$ cat src/rtl/mdpad_pkg.sv
// mdpad_pkg: shared definitions for the Mega Drive DB9 pad scanner.
//   - button bit positions inside a 12-bit player word
//   - scanner state enum
//   - select-phase numbers with special meaning
package mdpad_pkg;

    localparam int BTN_R     = 0;
    localparam int BTN_L     = 1;
    localparam int BTN_D     = 2;
    localparam int BTN_U     = 3;
    localparam int BTN_A     = 4;
    localparam int BTN_B     = 5;
    localparam int BTN_C     = 6;
    localparam int BTN_START = 7;
    localparam int BTN_Z     = 8;
    localparam int BTN_Y     = 9;
    localparam int BTN_X     = 10;
    localparam int BTN_MODE  = 11;

    typedef enum logic {IDLE, SCAN} state_t;

    // Third low select pulse: a 6-button pad pulls U/D/L/R low here.
    localparam logic [2:0] PH_ID   = 3'd5;
    // Following high pulse: a 6-button pad reports Z/Y/X/Mode on the direction pins.
    localparam logic [2:0] PH_EXT  = 3'd6;
    localparam logic [2:0] PH_LAST = 3'd7;

endpackage

$ cat src/rtl/mdpad_decode.sv
// mdpad_decode: phase-to-field capture and shadow registers for the player
// currently being scanned. One instance serves all players; every field is
// overwritten during each player's eight phases, so no clear is needed.
// Ports:
//   clk, reset_n  clock, asynchronous active-low reset
//   sample        last clock of the current phase
//   phase         current select phase 0..7
//   pad_in        raw active-low pins {C/Start, B/A, Right, Left, Down, Up}
//   shadow_word   captured active-high {Mode,X,Y,Z,Start,C,B,A,U,D,L,R}
//   shadow_six    6-button identification captured at PH_ID
module mdpad_decode
    import mdpad_pkg::*;
(
    input  logic        clk,
    input  logic        reset_n,
    input  logic        sample,
    input  logic [2:0]  phase,
    input  logic [5:0]  pad_in,
    output logic [11:0] shadow_word,
    output logic        shadow_six
);

    logic [5:0]  pin;
    logic [11:0] word_q, word_d;
    logic        six_q, six_d;

    assign pin = ~pad_in;

    always_comb begin
        word_d = word_q;
        six_d  = six_q;
        if (sample) begin
            case (phase)
                3'd0: begin
                    word_d[BTN_U] = pin[0];
                    word_d[BTN_D] = pin[1];
                    word_d[BTN_L] = pin[2];
                    word_d[BTN_R] = pin[3];
                    word_d[BTN_B] = pin[4];
                    word_d[BTN_C] = pin[5];
                end
                3'd1: begin
                    word_d[BTN_A]     = pin[4];
                    word_d[BTN_START] = pin[5];
                end
                PH_ID: six_d = &pin[3:0];
                PH_EXT: begin
                    // Extended buttons are only meaningful on an identified 6-button pad.
                    word_d[BTN_Z]    = pin[0] & six_q;
                    word_d[BTN_Y]    = pin[1] & six_q;
                    word_d[BTN_X]    = pin[2] & six_q;
                    word_d[BTN_MODE] = pin[3] & six_q;
                end
                default: ;
            endcase
        end
    end

    always_ff @(posedge clk or negedge reset_n) begin
        if (!reset_n) begin
            word_q <= '0;
            six_q  <= 1'b0;
        end else begin
            word_q <= word_d;
            six_q  <= six_d;
        end
    end

    assign shadow_word = word_q;
    assign shadow_six  = six_q;

endmodule

$ cat src/rtl/mdpad_scan.sv
// mdpad_scan: multi-port Sega Mega Drive DB9 pad scanner.
// Rests IDLE_CYCLES clocks, then walks each player through eight select
// phases of PHASE_CYCLES clocks and commits the decoded word atomically.
// Ports:
//   clk, reset_n  clock, asynchronous active-low reset
//   enable        scanning allowed; sampled at the idle terminal count
//   pad_in        shared raw pins, active-low
//   pad_sel       Mega Drive SELECT pin
//   pad_split     index of the addressed player
//   joy_out       12 bits per player, active-high, player 0 in [11:0]
//   six_btn       per-player 6-button identification
//   frame_done    one-cycle pulse the cycle after the last player commits
// Build option: define MDPAD_DEBOUNCE_EN to commit a player's word only when
// two consecutive scans agree on {six, word}.
module mdpad_scan
    import mdpad_pkg::*;
#(
    parameter int unsigned NUM_PLAYERS  = 2,
    parameter int unsigned PHASE_CYCLES = 400,
    parameter int unsigned IDLE_CYCLES  = 80000,
    parameter int unsigned SPLIT_W      = 2
) (
    input  logic                     clk,
    input  logic                     reset_n,
    input  logic                     enable,
    input  logic [5:0]               pad_in,
    output logic                     pad_sel,
    output logic [SPLIT_W-1:0]       pad_split,
    output logic [12*NUM_PLAYERS-1:0] joy_out,
    output logic [NUM_PLAYERS-1:0]   six_btn,
    output logic                     frame_done
);

    localparam int unsigned PHC_W = (PHASE_CYCLES > 1) ? $clog2(PHASE_CYCLES) : 1;
    localparam int unsigned IDC_W = (IDLE_CYCLES > 1) ? $clog2(IDLE_CYCLES) : 1;
    localparam int unsigned PL_W  = (NUM_PLAYERS > 1) ? $clog2(NUM_PLAYERS) : 1;

    localparam logic [PHC_W-1:0] PHC_LAST  = PHC_W'(PHASE_CYCLES - 1);
    localparam logic [IDC_W-1:0] IDC_LAST  = IDC_W'(IDLE_CYCLES - 1);
    localparam logic [PL_W-1:0]  PL_LAST   = PL_W'(NUM_PLAYERS - 1);

    state_t                      state_q, state_d;
    logic [IDC_W-1:0]            idle_cnt_q, idle_cnt_d;
    logic [PHC_W-1:0]            phase_cnt_q, phase_cnt_d;
    logic [2:0]                  phase_q, phase_d;
    logic [PL_W-1:0]             player_q, player_d;
    logic [12*NUM_PLAYERS-1:0]   joy_q, joy_d;
    logic [NUM_PLAYERS-1:0]      six_q, six_d;
    logic                        done_pend_q, done_pend_d;
    logic                        frame_done_q, frame_done_d;
    logic                        sample;
    logic                        commit;
    logic [11:0]                 shadow_word;
    logic                        shadow_six;
`ifdef MDPAD_DEBOUNCE_EN
    logic [13*NUM_PLAYERS-1:0]   cand_q, cand_d;
`endif

    mdpad_decode u_decode (
        .clk         (clk),
        .reset_n     (reset_n),
        .sample      (sample),
        .phase       (phase_q),
        .pad_in      (pad_in),
        .shadow_word (shadow_word),
        .shadow_six  (shadow_six)
    );

    always_comb begin
        state_d      = state_q;
        idle_cnt_d   = idle_cnt_q;
        phase_cnt_d  = phase_cnt_q;
        phase_d      = phase_q;
        player_d     = player_q;
        joy_d        = joy_q;
        six_d        = six_q;
        done_pend_d  = 1'b0;
        frame_done_d = done_pend_q;
        sample       = 1'b0;
        commit       = 1'b0;
`ifdef MDPAD_DEBOUNCE_EN
        cand_d       = cand_q;
`endif

        case (state_q)
            IDLE: begin
                if (idle_cnt_q == IDC_LAST) begin
                    idle_cnt_d = '0;
                    if (enable) begin
                        state_d     = SCAN;
                        player_d    = '0;
                        phase_d     = '0;
                        phase_cnt_d = '0;
                    end
                end else begin
                    idle_cnt_d = idle_cnt_q + 1'b1;
                end
            end
            SCAN: begin
                if (phase_cnt_q == PHC_LAST) begin
                    sample      = 1'b1;
                    phase_cnt_d = '0;
                    phase_d     = phase_q + 3'd1;
                    if (phase_q == PH_LAST) begin
                        commit = 1'b1;
                        if (player_q == PL_LAST) begin
                            state_d     = IDLE;
                            player_d    = '0;
                            done_pend_d = 1'b1;
                        end else begin
                            player_d = player_q + 1'b1;
                        end
                    end
                end else begin
                    phase_cnt_d = phase_cnt_q + 1'b1;
                end
            end
            default: state_d = IDLE;
        endcase

        if (commit) begin
`ifdef MDPAD_DEBOUNCE_EN
            if (cand_q[13*player_q +: 13] == {shadow_six, shadow_word}) begin
                joy_d[12*player_q +: 12] = shadow_word;
                six_d[player_q]          = shadow_six;
            end
            cand_d[13*player_q +: 13] = {shadow_six, shadow_word};
`else
            joy_d[12*player_q +: 12] = shadow_word;
            six_d[player_q]          = shadow_six;
`endif
        end
    end

    always_ff @(posedge clk or negedge reset_n) begin
        if (!reset_n) begin
            state_q      <= IDLE;
            idle_cnt_q   <= '0;
            phase_cnt_q  <= '0;
            phase_q      <= '0;
            player_q     <= '0;
            joy_q        <= '0;
            six_q        <= '0;
            done_pend_q  <= 1'b0;
            frame_done_q <= 1'b0;
        end else begin
            state_q      <= state_d;
            idle_cnt_q   <= idle_cnt_d;
            phase_cnt_q  <= phase_cnt_d;
            phase_q      <= phase_d;
            player_q     <= player_d;
            joy_q        <= joy_d;
            six_q        <= six_d;
            done_pend_q  <= done_pend_d;
            frame_done_q <= frame_done_d;
        end
    end

`ifdef MDPAD_DEBOUNCE_EN
    always_ff @(posedge clk or negedge reset_n) begin
        if (!reset_n) begin
            cand_q <= '0;
        end else begin
            cand_q <= cand_d;
        end
    end
`endif

    assign pad_sel    = (state_q == SCAN) ? ~phase_q[0] : 1'b1;
    assign pad_split  = SPLIT_W'(player_q);
    assign joy_out    = joy_q;
    assign six_btn    = six_q;
    assign frame_done = frame_done_q;

endmodule

$ cat config.mk
export PLATFORM = sky130hd
export DESIGN_NAME = mdpad_scan
export DESIGN_NICKNAME = d
export VERILOG_FILES = /design/src/rtl/mdpad_pkg.sv /design/src/rtl/mdpad_decode.sv /design/src/rtl/mdpad_scan.sv
export SDC_FILE = /design/constraint.sdc
export NUM_CORES = 1
export LEC_CHECK = 0
export CORE_MARGIN = 2
export CORE_UTILIZATION = 28
export DETAILED_ROUTE_END_ITERATION = 10
export PLACE_DENSITY = 0.5
export SLEW_MARGIN = 20
export SYNTH_ARGS = -nofsm -noshare
export SYNTH_HDL_FRONTEND = slang
export SYNTH_SLANG_ARGS = --single-unit
$ cat constraint.sdc
create_clock -name clk -period 3.6 [get_ports clk]
set_clock_uncertainty 0.05 [all_clocks]
set_input_delay 0.36 -clock clk [delete_from_list [all_inputs] [get_ports clk]]
set_output_delay 0.36 -clock clk [all_outputs]
set_load 0.02 [all_outputs]
==> results of run 1 <==
worst min path at each step:
stage | depth (start not counted) | to | start
global placement | 0 | frame_done | done_pend_q
global route | 1 | idle_cnt_q[2] | reset_n
CTS | 1 | idle_cnt_q[2] | reset_n
detailed placement | 0 | frame_done | done_pend_q
floorplan | 0 | done_pend_q | reset_n
finish | 1 | idle_cnt_q[2] | reset_n
per-layer routing:
layer,track usage,share of wire,vias up
met5,0,0,-
met2,0.165,0.45,30
met3,0.0284,0.027,12
met4,0.0488,0.018,0
met1,0.162,0.51,1158
li1,-,-,1119
logic make-up (layout without fill, tap and decap cells):
family,count (synthesis),count (layout)
other cells,1,1
fa+ha+maj,7,7
buf+inv,27,69
mux,37,37
flops,72,72
compound gates,48,48
simple gates,91,91
xor+xnor,6,6
flip-flops by register name, indices dropped and copies added (netlist names):
signal / count
frame_done: 1
joy_out: 24
phase_cnt_q: 9
u_decode.shadow_six: 1
idle_cnt_q: 17
state_q: 1
six_btn: 2
player_q: 1
done_pend_q: 1
phase_q: 3
u_decode.shadow_word: 12
cell type report:
| class | instances | area (µm²) | area share |
|---|---|---|---|
| inverters | 14 | 52.6 | 0.0127 |
| clock inverters | 6 | 93.8 | 0.0226 |
| clock buffers | 10 | 229 | 0.0552 |
| well taps | 143 | 179 | 0.0432 |
| flip-flops and latches | 72 | 1800 | 0.435 |
| repair buffers | 39 | 383 | 0.0924 |
| multi-input cells | 190 | 1410 | 0.339 |
power breakdown:
group	total (mW)	internal (mW)	switching [mW]	leakage, nW
registers	0.813	0.811	0.00176	0.914
logic	0.0325	0.00986	0.0227	0.864
clock network	0.948	0.610	0.338	0.153
layout by cell type (no fill, tap or decap), types with 4 or more instances in the layout:
cell,count
sky130_fd_sc_hd__dfrtp_1,72
sky130_fd_sc_hd__clkdlybuf4s50_1,36
sky130_fd_sc_hd__mux2_2,30
sky130_fd_sc_hd__nand2_1,23
sky130_fd_sc_hd__o21ai_0,15
sky130_fd_sc_hd__inv_1,14
sky130_fd_sc_hd__nand3_1,12
sky130_fd_sc_hd__clkbuf_16,9
sky130_fd_sc_hd__and3_1,8
sky130_fd_sc_hd__nor3_1,8
sky130_fd_sc_hd__nand4_1,7
sky130_fd_sc_hd__a21oi_1,7
sky130_fd_sc_hd__nor2b_1,7
sky130_fd_sc_hd__ha_1,7
sky130_fd_sc_hd__mux2i_1,6
sky130_fd_sc_hd__nor2_1,4
sky130_fd_sc_hd__xor2_1,4
sky130_fd_sc_hd__a31oi_1,4
through the flow:
step                      hold slack [ns]  area [µm²]  cells  utilization
after global placement              0.291        3820    458        0.332
final                               0.103        4150    474        0.360
after floorplan                    0.0144        3330    289            -
after global routing                0.180        4150    474        0.360
after CTS                           0.166        4150    474        0.360
after detailed placement            0.285        3820    458        0.332
worst reg2reg max path, cell delays in order (launching register included):
cell	delay, ns
sky130_fd_sc_hd__dfrtp_1	0.38
sky130_fd_sc_hd__ha_1	0.23
sky130_fd_sc_hd__and3_1	0.23
sky130_fd_sc_hd__and4_1	0.32
sky130_fd_sc_hd__and3_1	0.67
sky130_fd_sc_hd__mux2_2	0.41
==> results.md, run 1 <==
## Clock tree
• built — CTS tree
• 0 — number of buffers added for setup after CTS
• sky130_fd_sc_hd__clkbuf_16 — clock tree root driver cell
• 0.06 ns — clock-pin slew reported for the worst setup and hold paths after clock tree synthesis
• 72 — number of clock sinks seen by CTS
• 3 — CTS H-Tree Depth
• 9 — number of buffers inserted during clock tree synthesis
• 2 — number of buffers on the longest clock path
• 0 — hold-fix buffers at CTS
• 0.32 ns — Skew-Pair Late Insertion Delay
• 0 — number of gates resized after cts

## Setup path
• 3.76 ns — Worst EP required
• register — type of destination of the critical path
• sky130_fd_sc_hd__and3_1 — critical path's most frequent cell
• register to register — classification of the worst setup path
• 1.19 ns — register-to-register setup slack
• 5 — cell count of the worst reg-to-reg path
• 2.58 ns — critical path arrival
• 14 — Worst Path Max Fanout
• phase_cnt_q[0] — FF-to-FF Start
• register — launching element type of the critical path
• joy_out[13] — termination of the worst setup path
• simple AND/OR/NAND/NOR gates — family with the most delay on the worst path
• 5 — Worst path depth
• ha_1, and3_1, and4_1, and3_1, mux2_2 — cell-by-cell trace of the critical path
• joy_out[13] — destination of the worst register-to-register timing path
• phase_cnt_q[0] — source of the critical timing path
• sky130_fd_sc_hd__and3_1 — highest-delay cell along the critical path
• 0 — crit path buf inv count
• 0.67 ns — largest stage delay on the critical path

## Yosys
• 0 — number of enable-type register cells in the synthesized netlist
• 0.541 — share of Yosys cell area claimed by the top area cell type
• 0 — count of yosys warnings during synthesis
• sky130_fd_sc_hd__dfrtp_1 — post-synthesis cell type with the largest combined area
• sky130_fd_sc_hd__dfrtp_1 — cell with the most instances after synthesis
• 0.0924 — synthesized-area fraction occupied by ao, oa, aoi and oai cells
• 289 — post-synthesis instance total
• 0.162 — simple-gate area share of the yosys netlist
• 72 — Yosys reg bits
• 0.123 — post-synthesis mux area share
• 11.5 µm² — Mapped Avg Cell Area
• 1.00 — fraction of synthesis flops using an asynchronous set or reset pin
• sky130_fd_sc_hd__dfrtp_1 — top flip-flop cell by instance count after synthesis
• 0.0263 — adder-cell area share of the yosys netlist
• sky130_fd_sc_hd__dfrtp_1 54%, sky130_fd_sc_hd__mux2_2 10%, sky130_fd_sc_hd__ha_1 2.6% — synth top area cells
• 0.00333 mm² — Synth Cell Area
• 72 x sky130_fd_sc_hd__dfrtp_1, 30 x sky130_fd_sc_hd__mux2_2, 23 x sky130_fd_sc_hd__nand2_1, 15 x sky130_fd_sc_hd__o21ai_0, 14 x sky130_fd_sc_hd__inv_1 — top cells by instance count after synthesis
• 305 — Synthesized Nets
• simple AND/OR/NAND/NOR gates — dominant combinational cell family by area after synthesis
• 54 — number of distinct library cells after synthesis
• 0.541 — part of the Yosys area used for sequential elements
• 0.0158 — xor and xnor fraction of the mapped netlist area

## GRT
• 0 — Overflow after GRT
• 2251 — vias in the first global route
• 11500 µm — global-route wire length before repair
• 73 — pin count of the biggest net entering global routing
• 0 — initial antenna violation count
• 0.114 — global router's overall resource usage

## Layout
• 1161 — fill cell count
• 24.5% — Layout Area Growth over Synthesis
• 0 — ANT cells
• 342 — post-layout net count
• 0.178 — layout cell share with drive strength beyond 1

## Die
• 0.0115 mm² — core region area
• 113 µm — Die X-Extent
• 39 — num rows
• 0.0128 mm² — area of the die
• 113 µm — height of the die
• 39 — boundary pin count
• 0.289 — starting utilization of the core area

## Timing
• 1.19 ns — final setup margin
• 414 MHz — Highest Clock Rate
• 0.920 ns — measured slew at the worst slew-check pin
• 2.41 ns — final critical delay including setup and external delays
• 0 — number of setup violations in the final report
• 0.670 — final worst path period share
• no — setup repair after global routing missed its margin
• 0.387 — tightest slew margin relative to the limit
• 0 — final-report max-slew violation count
• 0 — Final Hold Violating Endpoints
• 0 ns — setup_tns

## Run status
• design-rule violations — violated checks
• complete, but fails checks — run status

## Placement
• 1.17 ns — post-placement setup slack
• 4660 µm — DPL Wire Length
• 37 — quantity of I/O buffers inserted on ports
• 0.775 — Final Wtd Congestion

## Run
• 0 — max-cap violation count

## Drt
• 129 — number of DRC markers in iteration 0
• 7 — count of TritonRoute iterations in the first routing pass
• 3 — Post-route DRC
• 4.89 — Via-to-Cell Ratio
• 14.4 µm — per-cell routed wire length
• 0 — Antenna Violating Nets Remaining
• 2319 — vias after detailed routing
• 6820 µm — total routed wirelength

## Worst hold path
• input port to asynchronous set/reset pin — worst hold path class

## Power and ir drop
• 1.79 mW — Total Power Consumption
• 433 mW/mm² — power per unit of standard cell area
• 0.199 mV — largest vdd supply drop
• 1.93 nW — leak pwr

(Power assumes the default switching activity.)
==> run 2: changes to the inputs <==
==> constraint.sdc (replaced) <==
create_clock -name clk -period 2.39 [get_ports clk]
set_clock_uncertainty 0.05 [all_clocks]
set_input_delay 0.239 -clock clk [delete_from_list [all_inputs] [get_ports clk]]
set_output_delay 0.239 -clock clk [all_outputs]
set_load 0.02 [all_outputs]
==> results.md, run 2 (same netlist as run 1, synthesis figures left out) <==
## Power and ir drop
• 0.019 — part of the power in combinational logic, about the same
• 546 µW — power spent charging and discharging nets, +51%
• 0.544 — power share of the clock group, +0.015
• 1.97 nW — leak pwr, +2.2%
• 2.25 mW — internal portion of total power, +58%
• 0.437 — share of total power in sequential cells, -0.016
• 665 mW/mm² — power per unit of standard cell area, +54%
• 0.195 — switching share of total power, -0.00696
• 0.278 mV — largest vdd supply drop, +40%
• 2.80 mW — Total Power Consumption, +56%

## GRT
• 40 — pin count of the biggest net entering global routing, -45%
• met2 — global routing's busiest layer
• 12300 µm — global-route wire length before repair, +6.9%
• 2399 — vias in the first global route, +6.6%
• 0.165 — GR met1 Demand/Resource, +0.00368
• 0 — initial antenna violation count, unchanged
• 0.0262 — met3 usage, -0.00214
• 0 — Overflow after GRT, unchanged
• 0.186 — fraction of met2 tracks used by global routing, +0.0216
• 0.123 — global router's overall resource usage, +0.00962

## Timing
• 0 — number of setup violations in the final report, unchanged
• 0 — final-report max-slew violation count, unchanged
• 0.522 ns — measured slew at the worst slew-check pin, -0.398 ns
• no — setup repair after global routing missed its margin
• 2.19 ns — final critical delay including setup and external delays, -0.224 ns
• 0.916 — final worst path period share, +0.246
• 0.651 — tightest slew margin relative to the limit, +0.264
• 457 MHz — Highest Clock Rate, +10%
• 0 ns — setup_tns, unchanged
• 0.297 ns — smallest hold slack, +0.195 ns
• 0 — Final Hold Violating Endpoints, unchanged

## Setup path
• simple AND/OR/NAND/NOR gates — family with the most delay on the worst path
• register — launching element type of the critical path
• 11 — Worst Path Max Fanout, -3
• 0 — crit path buf inv count, unchanged
• 2.35 ns — critical path arrival, -0.23 ns
• 2.55 ns — Worst EP required, -1.21 ns
• or4b_4, or4_4, o21ai_2, o21ai_0 — cell-by-cell trace of the critical path
• register to register — classification of the worst setup path
• sky130_fd_sc_hd__or4_4 — highest-delay cell along the critical path
• register — type of destination of the critical path
• 0.64 ns — largest stage delay on the critical path, -0.03 ns

## Drt
• 7170 µm — total routed wirelength, +5.1%
• 3 — Post-route DRC, unchanged
• 14.9 µm — per-cell routed wire length, +3.8%
• 4.82 — Via-to-Cell Ratio, -1.5%
• 135 — number of DRC markers in iteration 0, +4.7%
• 2314 — vias after detailed routing, -0.22%
• 9 — count of TritonRoute iterations in the first routing pass, +2
• 0 — Antenna Violating Nets Remaining, unchanged

## Layout
• sky130_fd_sc_hd__dfrtp_1 — most common cell after layout, fill and taps aside
• 0.00141 mm² — multi-input gate area in the final layout, unchanged
• 349 — post-layout net count, +2.0%
• 72 x sky130_fd_sc_hd__dfrtp_1, 36 x sky130_fd_sc_hd__clkdlybuf4s50_1, 30 x sky130_fd_sc_hd__mux2_2 — commonest non-fill, non-tap cells in the layout
• 1140 — fill cell count, -1.8%
• 0 — ANT cells, unchanged
• 26.5% — Layout Area Growth over Synthesis
• 0.190 — layout cell share with drive strength beyond 1, +0.0117
• 0.00180 mm² — FF/Latch Area, unchanged
• 24 — number of flip-flops under the largest register name, unchanged

## Clock tree
• 72 — number of clock sinks seen by CTS, unchanged
• built — CTS tree
• sky130_fd_sc_hd__clkbuf_16 — clock tree root driver cell
• 2 — number of buffers on the longest clock path, unchanged
• 0.06 ns — clock-pin slew reported for the worst setup and hold paths after clock tree synthesis, about the same
• 1 — hold-fix buffers at CTS, +1
• 0 — number of buffers added for setup after CTS, unchanged
• 3 — CTS H-Tree Depth, unchanged
• 0 — number of gates resized after cts, unchanged
• 0.34 ns — Skew-Pair Late Insertion Delay, +0.02 ns
• 9 — number of buffers inserted during clock tree synthesis, unchanged

## Placement
• 37 — quantity of I/O buffers inserted on ports, unchanged
• 0.754 — Final Wtd Congestion, -2.7%
• 4950 µm — DPL Wire Length, +6.3%

## Die
• 113 µm — Die X-Extent, unchanged
• 39 — boundary pin count, unchanged
• 0.289 — starting utilization of the core area, unchanged
• 113 µm — height of the die, unchanged
• 0.0115 mm² — core region area, unchanged
• 39 — num rows, unchanged
• 0.0128 mm² — area of the die, unchanged

## Run status
• design-rule violations — violated checks
• complete, but fails checks — run status

## Run
• 0 — max-cap violation count, unchanged

## Worst hold path
• register to register — worst hold path class

==> run 2: cell count changes in the layout (fill, tap and decap cells not counted) <==
cell and delta:
sky130_fd_sc_hd__dlygate4sd3_1 +1, sky130_fd_sc_hd__clkinv_4 -2, sky130_fd_sc_hd__buf_4 +6, sky130_fd_sc_hd__bufinv_16 +1
==> run 2: final cells by class <==
cell class	instances	share of cell area
sequential	72	0.428
tap	143	0.0425
inverter	14	0.0125
timing repair buffer	46	0.104
clock buffer	10	0.0544
clock inverter	5	0.0252
multi-input combinational	190	0.334
==> run 2: power groups by stage <==
| stage | Combinational (mW) | Clock [mW] | Sequential [mW] |
|---|---|---|---|
| finish | 0.0534 | 1.52 | 1.22 |
| global route | 0.0617 | 1.62 | 1.22 |
| CTS | 0.0565 | 1.56 | 1.22 |
| detailed placement | 0.0548 | 0 | 1.25 |
| global placement | 0.0548 | 0 | 1.25 |
| floorplan | 0.00930 | 0 | 1.25 |
==> run 2: final timing paths <==
| check | to | cells past startpoint | startpoint | slack [ns] |
|---|---|---|---|---|
| min reg2reg | frame_done | 0 | done_pend_q | 0.30 |
| max in group asynchronous | phase_cnt_q[2] | 3 | reset_n | 1.29 |
| max | phase_cnt_q[4] | 4 | idle_cnt_q[9] | 0.20 |
| min in group asynchronous | idle_cnt_q[10] | 2 | reset_n | 0.37 |
| min | frame_done | 0 | done_pend_q | 0.30 |
| max reg2reg | phase_cnt_q[4] | 4 | idle_cnt_q[9] | 0.20 |
==> run 2: metal layers <==
metal  up-vias  wire, µm
li1       1125         -
met1      1150      3540
met2        27      3270
met3        12       195
met4         0       173
met5         -         0
==> run 2: stage by stage <==
stage          worst slack, ns  cell area (µm²)  instances   util
5_1_grt                 0.0931             4210        480  0.366
3_5_place_dp             0.218             3870        464  0.336
4_1_cts                  0.206             4210        480  0.366
2_1_floorplan            0.308             3330        289      -
3_3_place_gp             0.264             3870        464  0.336
6_report                 0.201             4210        480  0.366
==> run 2: worst register-to-register path, cell delays in order, from the launching register on <==
cell,delay [ns]
sky130_fd_sc_hd__dfrtp_1,0.43
sky130_fd_sc_hd__or4b_4,0.57
sky130_fd_sc_hd__or4_4,0.64
sky130_fd_sc_hd__o21ai_2,0.25
sky130_fd_sc_hd__o21ai_0,0.12
